[config.mk]
export PLATFORM = sky130hd
export DESIGN_NAME = spike_synapse_tx_flat
export DESIGN_NICKNAME = d
export VERILOG_FILES = /design/src/rtl/spike_synapse_tx_if.sv /design/src/rtl/spike_synapse_tx.sv /design/src/flat_wrapper.sv
export SDC_FILE = /design/constraint.sdc
export NUM_CORES = 1
export LEC_CHECK = 0
export BUFFER_PORTS_ARGS = -buffer_cell sky130_fd_sc_hd__buf_2
export CAP_MARGIN = 40
export CORE_ASPECT_RATIO = 0.6
export CORE_MARGIN = 3
export CORE_UTILIZATION = 25
export CTS_CLUSTER_SIZE = 16
export DETAILED_ROUTE_END_ITERATION = 8
export PLACE_DENSITY = 0.42
export SKIP_CTS_REPAIR_TIMING = 1
export SLEW_MARGIN = 0
export SYNTH_ARGS = -nofsm -noshare
export SYNTH_HDL_FRONTEND = slang
export SYNTH_SLANG_ARGS = --single-unit
[constraint.sdc]
create_clock -name clk -period 2.2 [get_ports clk]
set_input_delay 0.22 -clock clk [delete_from_list [all_inputs] [get_ports clk]]
set_output_delay 0.22 -clock clk [all_outputs]
set_load 0.02 [all_outputs]
[src/rtl/spike_synapse_tx_if.sv]
// Handshake/data bundle between a presynaptic transmitter and whatever drives or observes it.
// The master side supplies spikes and weight updates; the slave side is the transmitter.
interface spike_synapse_tx_if;
  logic        pre_spike;
  logic        w_valid;
  logic [15:0] w_data;
  logic        w_ready;
  logic [15:0] inspk;
  logic [3:0]  frame_cnt;
  logic        busy;
  logic        dropped;

  modport master (
    output pre_spike, w_valid, w_data,
    input  w_ready, inspk, frame_cnt, busy, dropped
  );

  modport slave (
    input  pre_spike, w_valid, w_data,
    output w_ready, inspk, frame_cnt, busy, dropped
  );
endinterface

[src/rtl/spike_synapse_tx.sv]
// Presynaptic transmitter: buffers spike edges and drives the weight for HOLD cycles in its frame slot.
// Optional short-term depression is enabled by defining SYN_TX_DEPRESS_EN.
module spike_synapse_tx #(
  parameter logic [3:0]  SLOT        = 4'd0,
  parameter int          HOLD        = 4,
  parameter logic [15:0] INIT_WEIGHT = 16'd13
) (
  input  logic             clk,
  input  logic             reset,
  spike_synapse_tx_if.slave bus
);

  typedef enum logic [1:0] {IDLE, WAIT_SLOT, DRIVE} state_t;

  localparam logic [3:0] HOLD_INIT = 4'(HOLD - 1);

  state_t      state, state_nxt;
  logic [3:0]  frame_cnt_q;
  logic        prev;
  logic [1:0]  pend, pend_nxt;
  logic [3:0]  hold, hold_nxt;
  logic [15:0] weight;
  logic [15:0] inspk_q, inspk_nxt;
  logic        dropped_q, dropped_nxt;
  logic        spike_evt;
  logic        dequeue;
  logic        w_ready_c;
  logic [15:0] drive_val;

  assign spike_evt = bus.pre_spike & ~prev;
  assign w_ready_c = (state != DRIVE);
  assign dequeue   = (state == DRIVE) && (hold == 4'd0);

  assign bus.w_ready   = w_ready_c;
  assign bus.inspk     = inspk_q;
  assign bus.frame_cnt = frame_cnt_q;
  assign bus.busy      = (state != IDLE);
  assign bus.dropped   = dropped_q;

  // An edge that coincides with a dequeue simply takes the freed slot.
  always_comb begin
    pend_nxt    = pend;
    dropped_nxt = 1'b0;
    if (spike_evt && !dequeue) begin
      if (pend == 2'd2) dropped_nxt = 1'b1;
      else              pend_nxt    = pend + 2'd1;
    end else if (!spike_evt && dequeue) begin
      pend_nxt = pend - 2'd1;
    end
  end

  always_comb begin
    state_nxt = state;
    hold_nxt  = hold;
    inspk_nxt = inspk_q;
    case (state)
      IDLE: begin
        if (pend != 2'd0) state_nxt = WAIT_SLOT;
      end
      WAIT_SLOT: begin
        if (frame_cnt_q == SLOT) begin
          state_nxt = DRIVE;
          inspk_nxt = drive_val;
          hold_nxt  = HOLD_INIT;
        end
      end
      DRIVE: begin
        if (hold == 4'd0) begin
          inspk_nxt = '0;
          state_nxt = (pend_nxt != 2'd0) ? WAIT_SLOT : IDLE;
        end else begin
          hold_nxt = hold - 4'd1;
        end
      end
      default: state_nxt = IDLE;
    endcase
  end

  always_ff @(posedge clk or negedge reset) begin
    if (!reset) begin
      state       <= IDLE;
      frame_cnt_q <= '0;
      prev        <= 1'b0;
      pend        <= '0;
      hold        <= '0;
      inspk_q     <= '0;
      dropped_q   <= 1'b0;
      weight      <= INIT_WEIGHT;
    end else begin
      state       <= state_nxt;
      frame_cnt_q <= frame_cnt_q + 4'd1;
      prev        <= bus.pre_spike;
      pend        <= pend_nxt;
      hold        <= hold_nxt;
      inspk_q     <= inspk_nxt;
      dropped_q   <= dropped_nxt;
      if (bus.w_valid && w_ready_c) weight <= bus.w_data;
    end
  end

`ifdef SYN_TX_DEPRESS_EN
  // Consecutive-burst count; any return to IDLE restores full strength.
  logic [1:0] consec;

  assign drive_val = weight >> consec;

  always_ff @(posedge clk or negedge reset) begin
    if (!reset) begin
      consec <= '0;
    end else if (dequeue) begin
      if (state_nxt == IDLE)      consec <= '0;
      else if (consec != 2'd3)    consec <= consec + 2'd1;
    end
  end
`else
  assign drive_val = weight;
`endif

endmodule

[src/flat_wrapper.sv]
// flat-port wrapper written by rule: the top's interface ports become plain ports
module spike_synapse_tx_flat 
#(
  parameter logic [3:0]  SLOT        = 4'd0,
  parameter int          HOLD        = 4,
  parameter logic [15:0] INIT_WEIGHT = 16'd13
)
  (clk, reset, bus_pre_spike, bus_w_valid, bus_w_data, bus_w_ready, bus_inspk, bus_frame_cnt, bus_busy, bus_dropped);
  spike_synapse_tx_if bus_i ();
  input  logic clk;
  input  logic reset;
  input wire logic [$bits(bus_i.pre_spike)-1:0] bus_pre_spike;
  input wire logic [$bits(bus_i.w_valid)-1:0] bus_w_valid;
  input wire logic [$bits(bus_i.w_data)-1:0] bus_w_data;
  output wire logic [$bits(bus_i.w_ready)-1:0] bus_w_ready;
  output wire logic [$bits(bus_i.inspk)-1:0] bus_inspk;
  output wire logic [$bits(bus_i.frame_cnt)-1:0] bus_frame_cnt;
  output wire logic [$bits(bus_i.busy)-1:0] bus_busy;
  output wire logic [$bits(bus_i.dropped)-1:0] bus_dropped;
  assign bus_i.pre_spike = bus_pre_spike;
  assign bus_i.w_valid = bus_w_valid;
  assign bus_i.w_data = bus_w_data;
  assign bus_w_ready = bus_i.w_ready;
  assign bus_inspk = bus_i.inspk;
  assign bus_frame_cnt = bus_i.frame_cnt;
  assign bus_busy = bus_i.busy;
  assign bus_dropped = bus_i.dropped;
  spike_synapse_tx #(.SLOT(SLOT), .HOLD(HOLD), .INIT_WEIGHT(INIT_WEIGHT)) u_core (.clk(clk), .reset(reset), .bus(bus_i));
endmodule
=== Yosys cells after proc, flatten, opt, wreduce, memory -nomap -nowiden ===
Index checks and enable logic that the tools add are counted.

* $add $sub $neg: 4
* Eq/ne operators: 8
* Muxes and demuxes: 16
* Bitwise gates (word level): 2
* Reduce and logical (&&, ||, !) cells: 16

{| class="wikitable"
|+ Operators by type and width
! operator !! number
|-
| $mux 16 || 2
|-
| $pmux 16 s2 || 1
|-
| $mux 2 || 6
|-
| $reduce_and 3->1 || 3
|-
| $logic_not 4->1 || 2
|-
| $mux 4 || 2
|-
| $pmux 4 s2 || 1
|-
| $reduce_bool 2->1 || 4
|-
| $ne 2x2->1 const B || 3
|-
| $pmux 2 s3 || 1
|-
| $add 4x1->4 const B || 1
|-
| $eq 2x2->1 const B || 2
|-
| $logic_and 1x1->1 || 4
|-
| $ne 2x1->1 const B || 2
|-
| $sub 4x1->4 const B || 1
|-
| $mux 1 || 3
|-
| $add 2x1->2 const B || 1
|-
| $eq 2x1->1 const B || 1
|-
| $logic_not 1->1 || 2
|-
| $logic_not 2->1 || 1
|-
| $sub 2x1->2 const B || 1
|-
| $and 1x1->1 || 1
|-
| $not 1->1 || 1
|}

* Register bits after elaboration: 46
* Output and inout port bits: 23
* Word-level logic and storage cells: 54

=== Logic depth before layout (Yosys ltp) ===
* Depth after elaboration: 10
* Gate-level depth with buffers: 7
* Mapped depth without buffers: 5

=== Worst setup path after synthesis ===
No wires, ideal clock.

* Kind: register to register
* From: register u_core.frame_cnt_q[0], in the netlist u_core.bus.frame_cnt[0]
* To: register u_core.inspk_q[10], in the netlist u_core.bus.inspk[10]
* Library setup time: 0.121 ns
* Arrival: 1.568 ns
* Data required time: 2.079 ns
* Setup slack: 0.511 ns
* Cell stages (with the launch flop): 8
* Buffers on the path: 2
* Period minus slack after synthesis: 1.689 ns
* Cell sequence: dfrtp_1 -> inv_1 -> ha_1 -> nor3b_2 -> and2_1 -> buf_4 -> buf_4 -> a22o_1

* Cells in the longest elaborated chain, start to end: 3

{| class="wikitable"
|+ RTL lines
! what !! RTL line !! RTL
|-
| from (decl) || spike_synapse_tx.sv:18 || <nowiki>logic [3:0] frame_cnt_q;</nowiki>
|-
| from (signal assigned) || spike_synapse_tx.sv:91 || <nowiki>frame_cnt_q <= frame_cnt_q + 4'd1;</nowiki>
|-
| $logic_not 4->1 || spike_synapse_tx.sv:61 || <nowiki>if (frame_cnt_q == SLOT) begin</nowiki>
|-
| $ne 2x1->1 (no source line) || n/a ||
|-
| $reduce_and 3->1 (no source line) || n/a ||
|-
| to (signal assigned) || spike_synapse_tx.sv:95 || <nowiki>inspk_q <= inspk_nxt;</nowiki>
|-
| to (decl) || spike_synapse_tx.sv:23 || <nowiki>logic [15:0] inspk_q, inspk_nxt;</nowiki>
|}

No other way between the ends.
A chain may end at the register's enable or synchronous reset.

=== Worst setup path in the final report ===
* From: register u_core.hold[0]
* To: register u_core.inspk_q[1], in the netlist u_core.bus.inspk[1]

* Cells in the longest elaborated chain, start to end: 3

{| class="wikitable"
|+ RTL lines
! what !! RTL line !! RTL
|-
| from (decl) || spike_synapse_tx.sv:21 || <nowiki>logic [3:0] hold, hold_nxt;</nowiki>
|-
| from (signal assigned) || spike_synapse_tx.sv:94 || <nowiki>hold <= hold_nxt;</nowiki>
|-
| $logic_not 4->1 || spike_synapse_tx.sv:68 || <nowiki>if (hold == 4'd0) begin</nowiki>
|-
| $ne 2x2->1 (no source line) || n/a ||
|-
| $reduce_and 3->1 (no source line) || n/a ||
|}

No other way between the ends.

==> key figures <==
Worst setup path
  – Family with the most delay on the worst path: compound AO/OA/AOI/OAI gates
  – FF-to-FF path depth: 5
  – Worst setup SP type: register
  – Flop2flop setup slack: 0.30 ns
  – Critical R2R Launch: u_core.hold[0]$_DFFE_PN0P_
  – Worst EP arrival: 2.11 ns
  – CP Capture Type: register
  – CP cell instances: inv_1 -> ha_1 -> nor3b_2 -> a22oi_2 -> a22o_1
  – Critical Path RT: 2.41 ns
  – Slowest CP cell: a22oi_2
  – Largest fanout on the critical path: 16
  – CP peak stage delay: 0.68 ns
  – Buf/Inv on CP: 1
  – R2R Path End: u_core.bus.inspk[1]$_DFFE_PN0P_
  – WS Path Type: reg -> reg

Detailed routing
  – Vias: 1287
  – Via/cell ratio: 4.36
  – Remaining antenna violation count after routing: 0
  – Final wirelength: 4110 um
  – DR iter-0 viols: 98
  – Avg WL per Cell: 13.9 um
  – Drt drc: 0
  – DR pass1 iterations: 4

Timing
  – RSZ-0062 raised after global routing: no
  – Worst slew pin tran: 0.784 ns
  – Worst hold slack: -0.0315 ns
  – Final worst path period need: 1.90 ns
  – Fin. Hold Viols: 26
  – Max Clock Freq: 526 MHz
  – Period Utilization, post-route: 0.864
  – Final-report max-slew violation count: 0
  – Slew Limit Headroom: 0.478
  – Setup violators final: 0
  – Setup_tns: 0 ns
  – Final setup skew: 0.00343 ns

Power
  – Clock share of power: 0.402
  – Sequential power share: 0.471
  – Lkg Pwr: 1.16 nW
  – VDD IR max: 274 uV
  – Final total power: 2.08 mW
  – Switching power: 0.485 mW
  – Cell Pwr Density: 849 nW/um2
  – Int Power: 1.59 mW
  – Switch share: 0.234
  – Combinational share of power: 0.126

CTS
  – Max clock buf depth: 2
  – CTS tree: built
  – Clock-pin transition on the worst setup and hold timing paths: 0.06 ns
  – Num CTS Buffers: 5
  – Clk root buf: clkbuf_16
  – Latest clock arrival within the worst-skew pair: 0.28 ns
  – Htree depth: 2
  – Clk sink count: 46

GRT
  – Overall Global Routing Usage: 0.0964
  – Vias in the first global route: 1357
  – Largest net degree at the start of global routing: 31
  – GRT overflow: 0
  – First-pass GRT wire length: 6820 um
  – Initial antenna violation count: 0

Floorplanning
  – Die X: 120 um
  – Die Area: 8980 um2
  – Die Y: 74.6 um
  – Row Count: 24
  – Core area: 7450 um2
  – Ports: 43
  – Initial Util: 0.263

Yosys
  – Post-synth top area cell: dfrtp_1
  – Synthesized net count: 170
  – Post-Syn Area: 1960 um2
  – Yosys warnings: 0
  – Post-synth top cells: dfrtp_1 (43), mux2_2 (17), a22o_1 (16), inv_1 (7), ha_1 (6)
  – Most frequent cell after synthesis: dfrtp_1
  – Synth Instances: 144
  – Top cells by area, synth: dfrtp_1 (55%), mux2_2 (9.8%), a22o_1 (7.1%)
  – Synth unique cells: 42
  – Async set-reset flop share out of synthesis: 1.00
  – Syn_area_per_cell: 13.6 um2
  – Post-synth EDFFs: 0
  – Synth top area share: 0.548
  – Primary FF master, synth: dfrtp_1
  – Seq cells post-synth: 46
  – Sequential share of the synthesized area: 0.589

Place
  – DP Cell Count: 287
  – DP Wirelength: 3000 um
  – Routability cong.: 0.814
  – Port Buffers: 42

Cells and area
  – Layout Nets: 216
  – Fillers: 777
  – Syn-to-layout area delta: 24.6%
  – Antenna diodes: 0
  – Proportion of layout cells with a drive suffix above 1: 0.440
  – Final core occ: 0.328
  – Finished Layout Cells: 295

Flow run
  – Max cap viols: 0

Status
  – Run status: finished, violations left
  – Failing checks: hold timing

Worst hold path
  – Hold Path Class: in -> async
[layer usage]
| layer | routed length (um) | up-vias | GRT usage | share of wire |
|---|---|---|---|---|
| li1 | - | 620 | - | - |
| met1 | 1990 | 624 | 0.134 | 0.48 |
| met2 | 1810 | 41 | 0.143 | 0.44 |
| met3 | 289 | 2 | 0.0323 | 0.070 |
| met4 | 27 | 0 | 0.0302 | 0.0066 |
| met5 | 0 | - | 0 | 0 |
[final cells by class]
| class | count | area [um2] | area share |
|---|---|---|---|
| tap | 104 | 130 | 0.0532 |
| inverter | 8 | 35.0 | 0.0143 |
| clock buffer | 6 | 129 | 0.0527 |
| timing repair buffer | 45 | 233 | 0.0952 |
| sequential | 46 | 1150 | 0.472 |
| clock inverter | 2 | 37.5 | 0.0154 |
| multi-input combinational | 84 | 726 | 0.297 |
[stage by stage]
stage                     hold slack (ns)  setup WS, ns  instance area, um2
final                             -0.0315         0.299                2440
after detailed placement            0.311         0.297                2280
after CTS                        0.000270         0.283                2440
after global placement              0.286         0.338                2280
after floorplan                   -0.0756         0.511                1960
after global routing               0.0223         0.136                2440
[worst max-delay path by stage]
stage,slack [ns],cells after the start,end,from
after detailed placement,0.30,5,u_core.bus.inspk[1]$_DFFE_PN0P_,u_core.hold[0]$_DFFE_PN0P_
final,0.30,5,u_core.bus.inspk[1]$_DFFE_PN0P_,u_core.hold[0]$_DFFE_PN0P_
after CTS,0.28,5,u_core.bus.inspk[5]$_DFFE_PN0P_,u_core.hold[0]$_DFFE_PN0P_
after global routing,0.14,5,u_core.bus.inspk[5]$_DFFE_PN0P_,u_core.hold[0]$_DFFE_PN0P_
after global placement,0.34,5,u_core.bus.inspk[11]$_DFFE_PN0P_,u_core.hold[0]$_DFFE_PN0P_
after floorplan,0.51,7,u_core.bus.inspk[10]$_DFFE_PN0P_,u_core.bus.frame_cnt[0]$_DFF_PN0_
[power by group through the flow]
stage                     logic [mW]  clock network (mW)  registers [mW]
after CTS                      0.267               0.871           0.978
after global placement         0.263                   0           0.991
after floorplan                0.134                   0            1.02
after global routing           0.297               0.913           0.988
after detailed placement       0.267                   0           0.993
final                          0.262               0.835           0.979
[sequential cells by signal (all words and copies together) (netlist names)]
signal / cells
u_core.bus.dropped: 1
u_core.bus.frame_cnt: 4
u_core.bus.inspk: 16
u_core.drive_val: 16
u_core.hold: 4
u_core.pend: 2
u_core.prev: 1
u_core.state: 2
[cells in the final DEF, fill, tap and decap left out, types with 2 or more instances in the layout]
cell type  netlist  layout
dfrtp_1         43      43
buf_2            1      42
mux2_2          17      17
a22o_1          16      16
inv_1            7       7
ha_1             6       6
clkbuf_16        0       5
a21oi_1          4       4
nand3_1          3       3
buf_4            2       3
dfstp_2          3       3
or2_2            2       2
nor3b_2          2       2
nor2b_1          2       2
o21ai_0          2       2
o32ai_1          2       2
and2_1           2       2
nor2_1           2       2
a221oi_1         2       2
nor3_1           2       2
[logic make-up (layout without fill, tap and decap cells)]
| family | count (synthesis) | after routing | share of synthesized area |
|---|---|---|---|
| buf+inv | 14 | 61 | 0.0415 |
| flops | 46 | 46 | 0.589 |
| simple gates | 25 | 25 | 0.0867 |
| fa+ha+maj | 6 | 6 | 0.0383 |
| xor+xnor | 2 | 2 | 0.00893 |
| compound gates | 34 | 34 | 0.138 |
| mux | 17 | 17 | 0.0976 |
(Power assumes the default switching activity.)
